**src/rtl/fire_order_tx_if.sv**
```systemverilog
// Avalon-ST source bundle carrying the 64-bit order message beats.
// Beat layout matches the pcap MAC stream: byte 0 on bits [63:56].
interface fire_order_tx_if;
    logic [63:0] tx_data;
    logic        tx_valid;
    logic        tx_ready;
    logic        tx_sop;
    logic        tx_eop;
    logic [2:0]  tx_empty;

    modport master (
        output tx_data, tx_valid, tx_sop, tx_eop, tx_empty,
        input  tx_ready
    );

    modport slave (
        input  tx_data, tx_valid, tx_sop, tx_eop, tx_empty,
        output tx_ready
    );
endinterface

```
**src/rtl/fire_order_tx.sv**
```systemverilog
// Turns each trigger pulse into one 28-byte order message (4 beats).
// One-deep pending slot, post-message gap throttle, sent/drop counters.
module fire_order_tx #(
    parameter logic [15:0] MSG_TYPE = 16'h0A01,
    parameter int unsigned MIN_GAP  = 8,
    parameter logic [31:0] SEQ_INIT = 32'd1
) (
    input  logic        clk,
    input  logic        rst,
    input  logic        fire,
    input  logic [31:0] fire_security_id,
    input  logic [63:0] fire_price,
    input  logic [31:0] fire_size,
    input  logic [1:0]  fire_side,
    fire_order_tx_if.master tx,
    output logic        busy,
    output logic [31:0] sent_count,
    output logic [31:0] drop_count
);

    typedef struct packed {
        logic [31:0] id;
        logic [63:0] price;
        logic [31:0] size;
        logic [1:0]  side;
    } order_t;

    localparam logic [1:0] IDLE = 2'd0;
    localparam logic [1:0] SEND = 2'd1;
    localparam logic [1:0] GAP  = 2'd2;

    localparam logic [15:0] GAP_INIT = 16'(MIN_GAP);

    logic [1:0]  state;
    logic [1:0]  idx;
    logic [15:0] gap_cnt;
    logic [31:0] seq;
    logic [15:0] csum;
    logic [15:0] csum_next;
    logic [63:0] beat;
    order_t      slot;
    order_t      cur;
    logic        slot_full;
    logic        fire_q;
    logic        fire_rise;
    logic        consume;
    logic        accept;
    logic [191:0] words;

    assign fire_rise = fire & ~fire_q;
    assign consume   = (state == IDLE) & slot_full;
    assign accept    = tx.tx_valid & tx.tx_ready;

    // Checksum over beats 0-2 of the message about to launch from the slot.
    always_comb begin
        words = {MSG_TYPE, seq, 16'h0000, slot.id, slot.size, slot.price};
        csum_next = '0;
        for (int i = 0; i < 12; i++) begin
            csum_next = csum_next + words[i*16 +: 16];
        end
    end

    always_comb begin
        beat = '0;
        unique case (idx)
            2'd0: beat = {MSG_TYPE, seq, 16'h0000};
            2'd1: beat = {cur.id, cur.size};
            2'd2: beat = cur.price;
            2'd3: beat = {6'b0, cur.side, 8'h00, csum, 32'h0};
            default: beat = '0;
        endcase
    end

    assign tx.tx_valid = (state == SEND);
    assign tx.tx_data  = tx.tx_valid ? beat : '0;
    assign tx.tx_sop   = tx.tx_valid & (idx == 2'd0);
    assign tx.tx_eop   = tx.tx_valid & (idx == 2'd3);
    assign tx.tx_empty = tx.tx_eop ? 3'd4 : 3'd0;

    assign busy = (state != IDLE) | slot_full;

    // A trigger landing while the slot drains still gets the slot.
    always_ff @(posedge clk or negedge rst) begin
        if (!rst) begin
            fire_q     <= 1'b0;
            slot       <= '0;
            slot_full  <= 1'b0;
            drop_count <= '0;
        end else begin
            fire_q <= fire;
            if (fire_rise) begin
                if (!slot_full || consume) begin
                    slot      <= {fire_security_id, fire_price,
                                  fire_size, fire_side};
                    slot_full <= 1'b1;
                end else if (drop_count != '1) begin
                    drop_count <= drop_count + 32'd1;
                end
            end else if (consume) begin
                slot_full <= 1'b0;
            end
        end
    end

    always_ff @(posedge clk or negedge rst) begin
        if (!rst) begin
            state      <= IDLE;
            idx        <= '0;
            gap_cnt    <= '0;
            cur        <= '0;
            csum       <= '0;
            seq        <= SEQ_INIT;
            sent_count <= '0;
        end else begin
            unique case (1'b1)
                (state == IDLE): begin
                    if (slot_full) begin
                        cur   <= slot;
                        csum  <= csum_next;
                        idx   <= 2'd0;
                        state <= SEND;
                    end
                end
                (state == SEND): begin
                    if (accept) begin
                        if (idx == 2'd3) begin
                            if (sent_count != '1) begin
                                sent_count <= sent_count + 32'd1;
                            end
                            seq <= seq + 32'd1;
                            if (MIN_GAP == 0) begin
                                state <= IDLE;
                            end else begin
                                state   <= GAP;
                                gap_cnt <= GAP_INIT;
                            end
                        end else begin
                            idx <= idx + 2'd1;
                        end
                    end
                end
                (state == GAP): begin
                    if (gap_cnt <= 16'd1) begin
                        state <= IDLE;
                    end else begin
                        gap_cnt <= gap_cnt - 16'd1;
                    end
                end
                default: state <= IDLE;
            endcase
        end
    end

endmodule

```
**src/flat_wrapper.sv**
```systemverilog
// flat-port wrapper written by rule: the top's interface ports become plain ports
module fire_order_tx_flat 
#(
    parameter logic [15:0] MSG_TYPE = 16'h0A01,
    parameter int unsigned MIN_GAP  = 8,
    parameter logic [31:0] SEQ_INIT = 32'd1
)
  (clk, rst, fire, fire_security_id, fire_price, fire_size, fire_side, busy, sent_count, drop_count, tx_tx_data, tx_tx_valid, tx_tx_sop, tx_tx_eop, tx_tx_empty, tx_tx_ready);
  fire_order_tx_if tx_i ();
  input  logic clk;
  input  logic rst;
  input  logic fire;
  input  logic [31:0] fire_security_id;
  input  logic [63:0] fire_price;
  input  logic [31:0] fire_size;
  input  logic [1:0] fire_side;
  output logic busy;
  output logic [31:0] sent_count;
  output logic [31:0] drop_count;
  output wire logic [$bits(tx_i.tx_data)-1:0] tx_tx_data;
  output wire logic [$bits(tx_i.tx_valid)-1:0] tx_tx_valid;
  output wire logic [$bits(tx_i.tx_sop)-1:0] tx_tx_sop;
  output wire logic [$bits(tx_i.tx_eop)-1:0] tx_tx_eop;
  output wire logic [$bits(tx_i.tx_empty)-1:0] tx_tx_empty;
  input wire logic [$bits(tx_i.tx_ready)-1:0] tx_tx_ready;
  assign tx_tx_data = tx_i.tx_data;
  assign tx_tx_valid = tx_i.tx_valid;
  assign tx_tx_sop = tx_i.tx_sop;
  assign tx_tx_eop = tx_i.tx_eop;
  assign tx_tx_empty = tx_i.tx_empty;
  assign tx_i.tx_ready = tx_tx_ready;
  fire_order_tx #(.MSG_TYPE(MSG_TYPE), .MIN_GAP(MIN_GAP), .SEQ_INIT(SEQ_INIT)) u_core (.clk(clk), .rst(rst), .fire(fire), .fire_security_id(fire_security_id), .fire_price(fire_price), .fire_size(fire_size), .fire_side(fire_side), .tx(tx_i), .busy(busy), .sent_count(sent_count), .drop_count(drop_count));
endmodule
```
**config.mk**
```make
export PLATFORM = sky130hd
export DESIGN_NAME = fire_order_tx_flat
export DESIGN_NICKNAME = d
export VERILOG_FILES = /design/src/rtl/fire_order_tx_if.sv /design/src/rtl/fire_order_tx.sv /design/src/flat_wrapper.sv
export SDC_FILE = /design/constraint.sdc
export NUM_CORES = 1
export LEC_CHECK = 0
export BUFFER_PORTS_ARGS = -buffer_cell sky130_fd_sc_hd__buf_2
export CORE_MARGIN = 2
export CORE_UTILIZATION = 51
export CTS_CLUSTER_DIAMETER = 60
export DETAILED_ROUTE_END_ITERATION = 10
export PLACE_DENSITY = 0.72
export SETUP_SLACK_MARGIN = 0.1
export SYNTH_ARGS = -nofsm -noshare
export SYNTH_HDL_FRONTEND = slang
export SYNTH_SLANG_ARGS = --single-unit
```
**constraint.sdc**
```tcl
create_clock -name clk -period 5.59 [get_ports clk]
set_input_delay 1.3975 -clock clk [delete_from_list [all_inputs] [get_ports clk]]
set_output_delay 1.3975 -clock clk [all_outputs]
set_load 0.03 [all_outputs]
```
* Yosys cells after proc, flatten, opt, wreduce, memory -nomap -nowiden
Index checks and enable logic that the tools add are counted.
** Operators by class
- Reductions and logical operators :: 17
- Add/subtract/negate cells :: 15
- Equal/unequal tests :: 14
- Bitwise logic cells :: 8
- Multiplexer cells :: 19
- Order comparisons :: 1
** Operators with widths (count)
- 64-bit one-hot mux with 4 select lines :: 1
- 16-bit adder :: 9
- 32-bit by 1-bit adder with 32-bit output (second input constant) :: 3
- 64-bit two-way mux :: 1
- 32-bit != test (second input constant) :: 2
- 16-bit two-way mux :: 3
- 16-bit one-hot mux with 2 select lines :: 1
- 16-bit by 12-bit adder with 16-bit output (second input constant) :: 1
- 16-bit by 1-bit <= comparator with 1-bit output (second input constant) :: 1
- 4-bit AND reduction :: 4
- 16-bit by 1-bit subtractor with 16-bit output (second input constant) :: 1
- 2-bit two-way mux :: 7
- 2-bit != test (second input constant) :: 6
- 2-bit nonzero test :: 4
- 2-bit equality test (second input constant) :: 3
- 2-bit one-hot mux with 3 select lines :: 1
- 2-bit AND reduction :: 3
- 3-bit AND reduction :: 2
- 1-bit bitwise AND :: 5
- 2-bit by 1-bit equality test with 1-bit output (second input constant) :: 2
- 2-bit zero test :: 2
- 2-bit one-hot mux with 2 select lines :: 1
- 1-bit two-way mux :: 3
- 3-bit two-way mux :: 1
- other kinds (6) :: 7
** Word-level totals
- Bits in registers :: 394
- Output and inout bits :: 135
- Word-level logic and storage cells :: 91
- Bits of input ports :: 134

* Depth between registers and ports, before layout
- Depth in word-level cells :: 10
- Gate-level depth with buffers :: 20

* Worst setup path before layout
No wires, ideal clock.
- Kind :: register -> register
- Start :: reg u_core.slot[10] (netlist name)
- End :: reg u_core.csum[15]
- Cell stages (with the launch flop) :: 19
- Arrival time :: 4810 ps
- Library setup time :: 133 ps
- Clock period less this slack :: 4944 ps
- Setup slack :: 646 ps
- Data required time :: 5457 ps
- Cell sequence :: dfrtp_1 -> inv_1 -> fa_1 -> inv_1 -> fa_1 -> fa_1 -> fa_1 -> inv_1 -> fa_1 -> inv_1 -> ha_1 -> a21oi_1 -> o2111ai_1 -> a21boi_0 -> nor2_1 -> a2111oi_0 -> nor2_1 -> xnor2_1 -> o21ai_0
** On the way
- Cells in the longest elaborated chain, start to end :: 7
** Ends and longest elaborated chain
- start, declared :: RTL line fire_order_tx.sv:41 : order_t slot;
- start signal, assigned :: RTL line fire_order_tx.sv:93 : slot <= {fire_security_id, fire_price,
- 16-bit adder (6 in series) :: RTL line fire_order_tx.sv:59 : csum_next = csum_next + words[i*16 +: 16];
- 16-bit by 12-bit adder with 16-bit output :: RTL line fire_order_tx.sv:59
- end signal, assigned :: RTL line fire_order_tx.sv:119 : csum <= csum_next;
- end, declared :: RTL line fire_order_tx.sv:38 : logic [15:0] csum;
No other way between the ends.
A chain may end at the register's enable or synchronous reset.

* Worst setup path in the final report
Same ends and word-level chain as after synthesis.

==> flow_summary.ini <==
[global_routing]
grt_pass1_wl_um = 82700
track_usage = 0.2557
grt_overflow = 0
grt_max_degree = 223
grt_pass1_vias = 15480
antenna_found_initial = 8

[yosys]
synth-xor-area-share = 0.05598
synth-edff-count = 0
synth_top_area_share = 0.4798
synth.most_common_cell = dfrtp_1
syn-instance-count = 1961
synth-simple-area-share = 0.1318
synth_top_family_by_area = adder cells
yosysTopAreaCell = dfrtp_1
synthTopCellsByArea = dfrtp_1 (48%), fa_1 (11%), mux2_2 (7.3%)
ys_ff_latch = 394
synth_compound_area_frac = 0.06740
yosysSeqAreaShare = 0.4811
synth_commonest_cells = dfrtp_1 (393), nand2_1 (353), inv_1 (207)
synth-main-ff-cell = dfrtp_1
synthAdderAreaFrac = 0.1370
ys_async_sr_fraction = 1.000
synth_mux_area_frac = 0.07252
synthesis.area_um2 = 20500
avgSynthCellArea_um2 = 10.45
yosysWarnings = 0
synth_cell_type_count = 50

[setup_path]
r2r.worst_path.cells = 19
start_kind = flip-flop
cp_max_fo = 5
critical_path.slowest_cell = fa_1
path_common_cell = fa_1
arrival_ns = 5.62
cpPeakStageDelay_ns = 0.54
startpoint = u_core.slot[10]$_DFFE_PN0P_
rrSetupSlack_ns = 0.38
r2r_end = u_core.csum[15]$_DFFE_PN0P_
critical_path_class = reg2reg
cp-end-kind = flip-flop
required_ns = 6.00
reg2reg_from = u_core.slot[10]$_DFFE_PN0P_
crit_chain = inv_1 > fa_1 > inv_1 > fa_1 > fa_1 > fa_1 > inv_1 > fa_1 > inv_1 > ha_1 > a21oi_2 > o2111ai_1 > a21boi_0 > buf_4 > nor2_1 > a2111oi_1 > nor2_1 > xnor2_1 > o21ai_0

[clock_tree]
cts.sinks = 394
tritoncts = built
clock_latency_ns = 0.57
cts_htree_levels = 2
ctsRootBufferMaster = clkbuf_16
clockBufferDepth = 3
cts.clk_slew.worst_paths_ns = 0.06
cts_buffers = 44

[placement]
io_buffers = 266
place_congestion = 0.8632
dp_hpwl_um = 37270

[sta]
relSlewSlack = 0.2998
worstMarginPinSlew_ns = 1.041
maxSlewViolCount = 0
rsz0062_at_grt = false
max_freq_mhz = 191.9
final-setup-viol-count = 0
fin_crit_ns = 5.211
setup_tns_ns = 0
fin_crit_sh = 0.9323
skew_ns = 0.01625
final-hold-violation-count = 0

[drt]
vias = 14850
postRouteAntennaNets = 0
wl_per_cell_um = 18.69
drtIter0Drc = 1053
wl_um = 51870
via_per_inst = 5.351
dr.pass1.iters = 6
drc = 0

[floorplanning]
die_x_um = 204.5
ios = 269
core_um2 = 39730
dieArea_um2 = 41810
rows = 73
die_y_um = 204.5
initial_utilization = 0.5159

[min_path]
min_to = u_core.cur[1]$_DFFE_PN0P_
whs_path_depth = 2
worstHoldStart = u_core.slot[1]$_DFFE_PN0P_
min_path_type = reg2reg

[run_status]
status = complete, no violations

[cells_and_area]
drive_gt1_frac = 0.2256
nNetsFinal = 2503
syn2layout_area_growth_pct = 16.82

[flow_run]
maxCapViolations = 0
-- cell usage in the layout (no fill, tap or decap), types with 2 or more instances in the layout --
cell       netlist  layout
a222oi_1        17      17
a21oi_1         48      47
nor2b_1          6       6
ha_1            42      39
nand4_1         21      21
nor2_1         148     148
fa_1           114     114
a221oi_1         2       2
dfrtp_1        393     393
a22oi_1         45      45
o21ai_0         90      89
xor2_1          47      47
o21ai_1          2       3
clkbuf_8         0      10
xnor2_1         84      84
bufinv_16        0       5
nand3b_1         4       4
buf_2            0     265
nand2b_1         3       2
a31oi_1          2       2
conb_1           1       2
and3_1          10      10
and4_1          10      10
nor3_1          20      20
and2_1           5       4
or3_1            6       6
buf_12           0       4
mux2_2         132     132
clkinv_2         0       9
clkbuf_1        65       8
inv_1          207     207
nand3_1         37      37
nand2_1        353     352
clkbuf_16        0      45
nor4_1           8       8
ha_2             0       3
diode_2          0       3
buf_4            3      19
-- sequential cells by signal (all words and copies together), names as in the netlist --
name / cells
u_core.state: 2
u_core.sent_count: 32
u_core.cur: 130
u_core.slot: 130
u_core.fire_q: 1
u_core.seq: 32
u_core.idx: 2
u_core.csum: 16
u_core.drop_count: 32
u_core.gap_cnt: 16
u_core.slot_full: 1
-- stage by stage --
step | instances | hold WS (ns) | util | cell area (µm²) | worst slack, ns
floorplan | 1962 | 0.4313 | - | 20500 | 0.6464
global placement | 2691 | 0.4471 | 0.5639 | 22410 | 0.4036
detailed placement | 2691 | 0.4502 | 0.5639 | 22410 | 0.2313
CTS | 2771 | 0.4685 | 0.6020 | 23920 | 0.2428
global route | 2774 | 0.4894 | 0.6026 | 23940 | 0.1455
finish | 2775 | 0.4656 | 0.6026 | 23940 | 0.3786
-- repair_timing --
| item | 4_1_cts | 5_1_grt |
|---|---|---|
| setup buffers | 0 | 1 |
| setup endpoints to repair | 0 | 1 |
| hold buffers | 0 | 0 |
| resized for setup | 0 | 4 |
-- logic make-up (layout without fill, tap and decap cells) --
family          after synthesis  in the layout
simple gates                635            635
flops                       394            394
buf+inv                     292            577
compound gates              220            220
fa+ha+maj                   156            156
mux                         132            132
xor+xnor                    131            131
other cells                   1              5
-- worst max-delay path by stage --
| stage | to | slack [ns] |
|---|---|---|
| floorplan | u_core.csum[15]$_DFFE_PN0P_ | 0.65 |
| global placement | u_core.csum[15]$_DFFE_PN0P_ | 0.40 |
| detailed placement | u_core.csum[15]$_DFFE_PN0P_ | 0.23 |
| CTS | u_core.csum[15]$_DFFE_PN0P_ | 0.24 |
| global route | u_core.csum[15]$_DFFE_PN0P_ | 0.15 |
| finish | u_core.csum[15]$_DFFE_PN0P_ | 0.38 |
-- critical path, delay by kind of cell (launching register included) --
kind / cells / cell delay, ns
buf+inv: 5 / 0.40
simple gates: 2 / 0.17
compound gates: 5 / 1.01
fa+ha+maj: 6 / 3.01
xor+xnor: 1 / 0.14
flops: 1 / 0.35
-- per-layer routing --
metal	wire length, µm	global-route usage
met5	56	0
met4	1694	0.08929
met3	3276	0.05437
met2	25640	0.4324
met1	21200	0.3264
-- layout make-up --
cell class | instances | area [µm²]
diodes | 3 | 7.507
clock buffers | 63 | 1294
clock inverters | 17 | 220.2
fillers | 3273 | 15790
inverters | 208 | 780.7
multi-input cells | 1276 | 9560
flip-flops and latches | 394 | 9861
well taps | 525 | 656.9
repair buffers | 289 | 1564
Power is left out: the tool's default activity adds up to more than one toggle a clock period on the data nets, which glitch-free logic cannot reach.
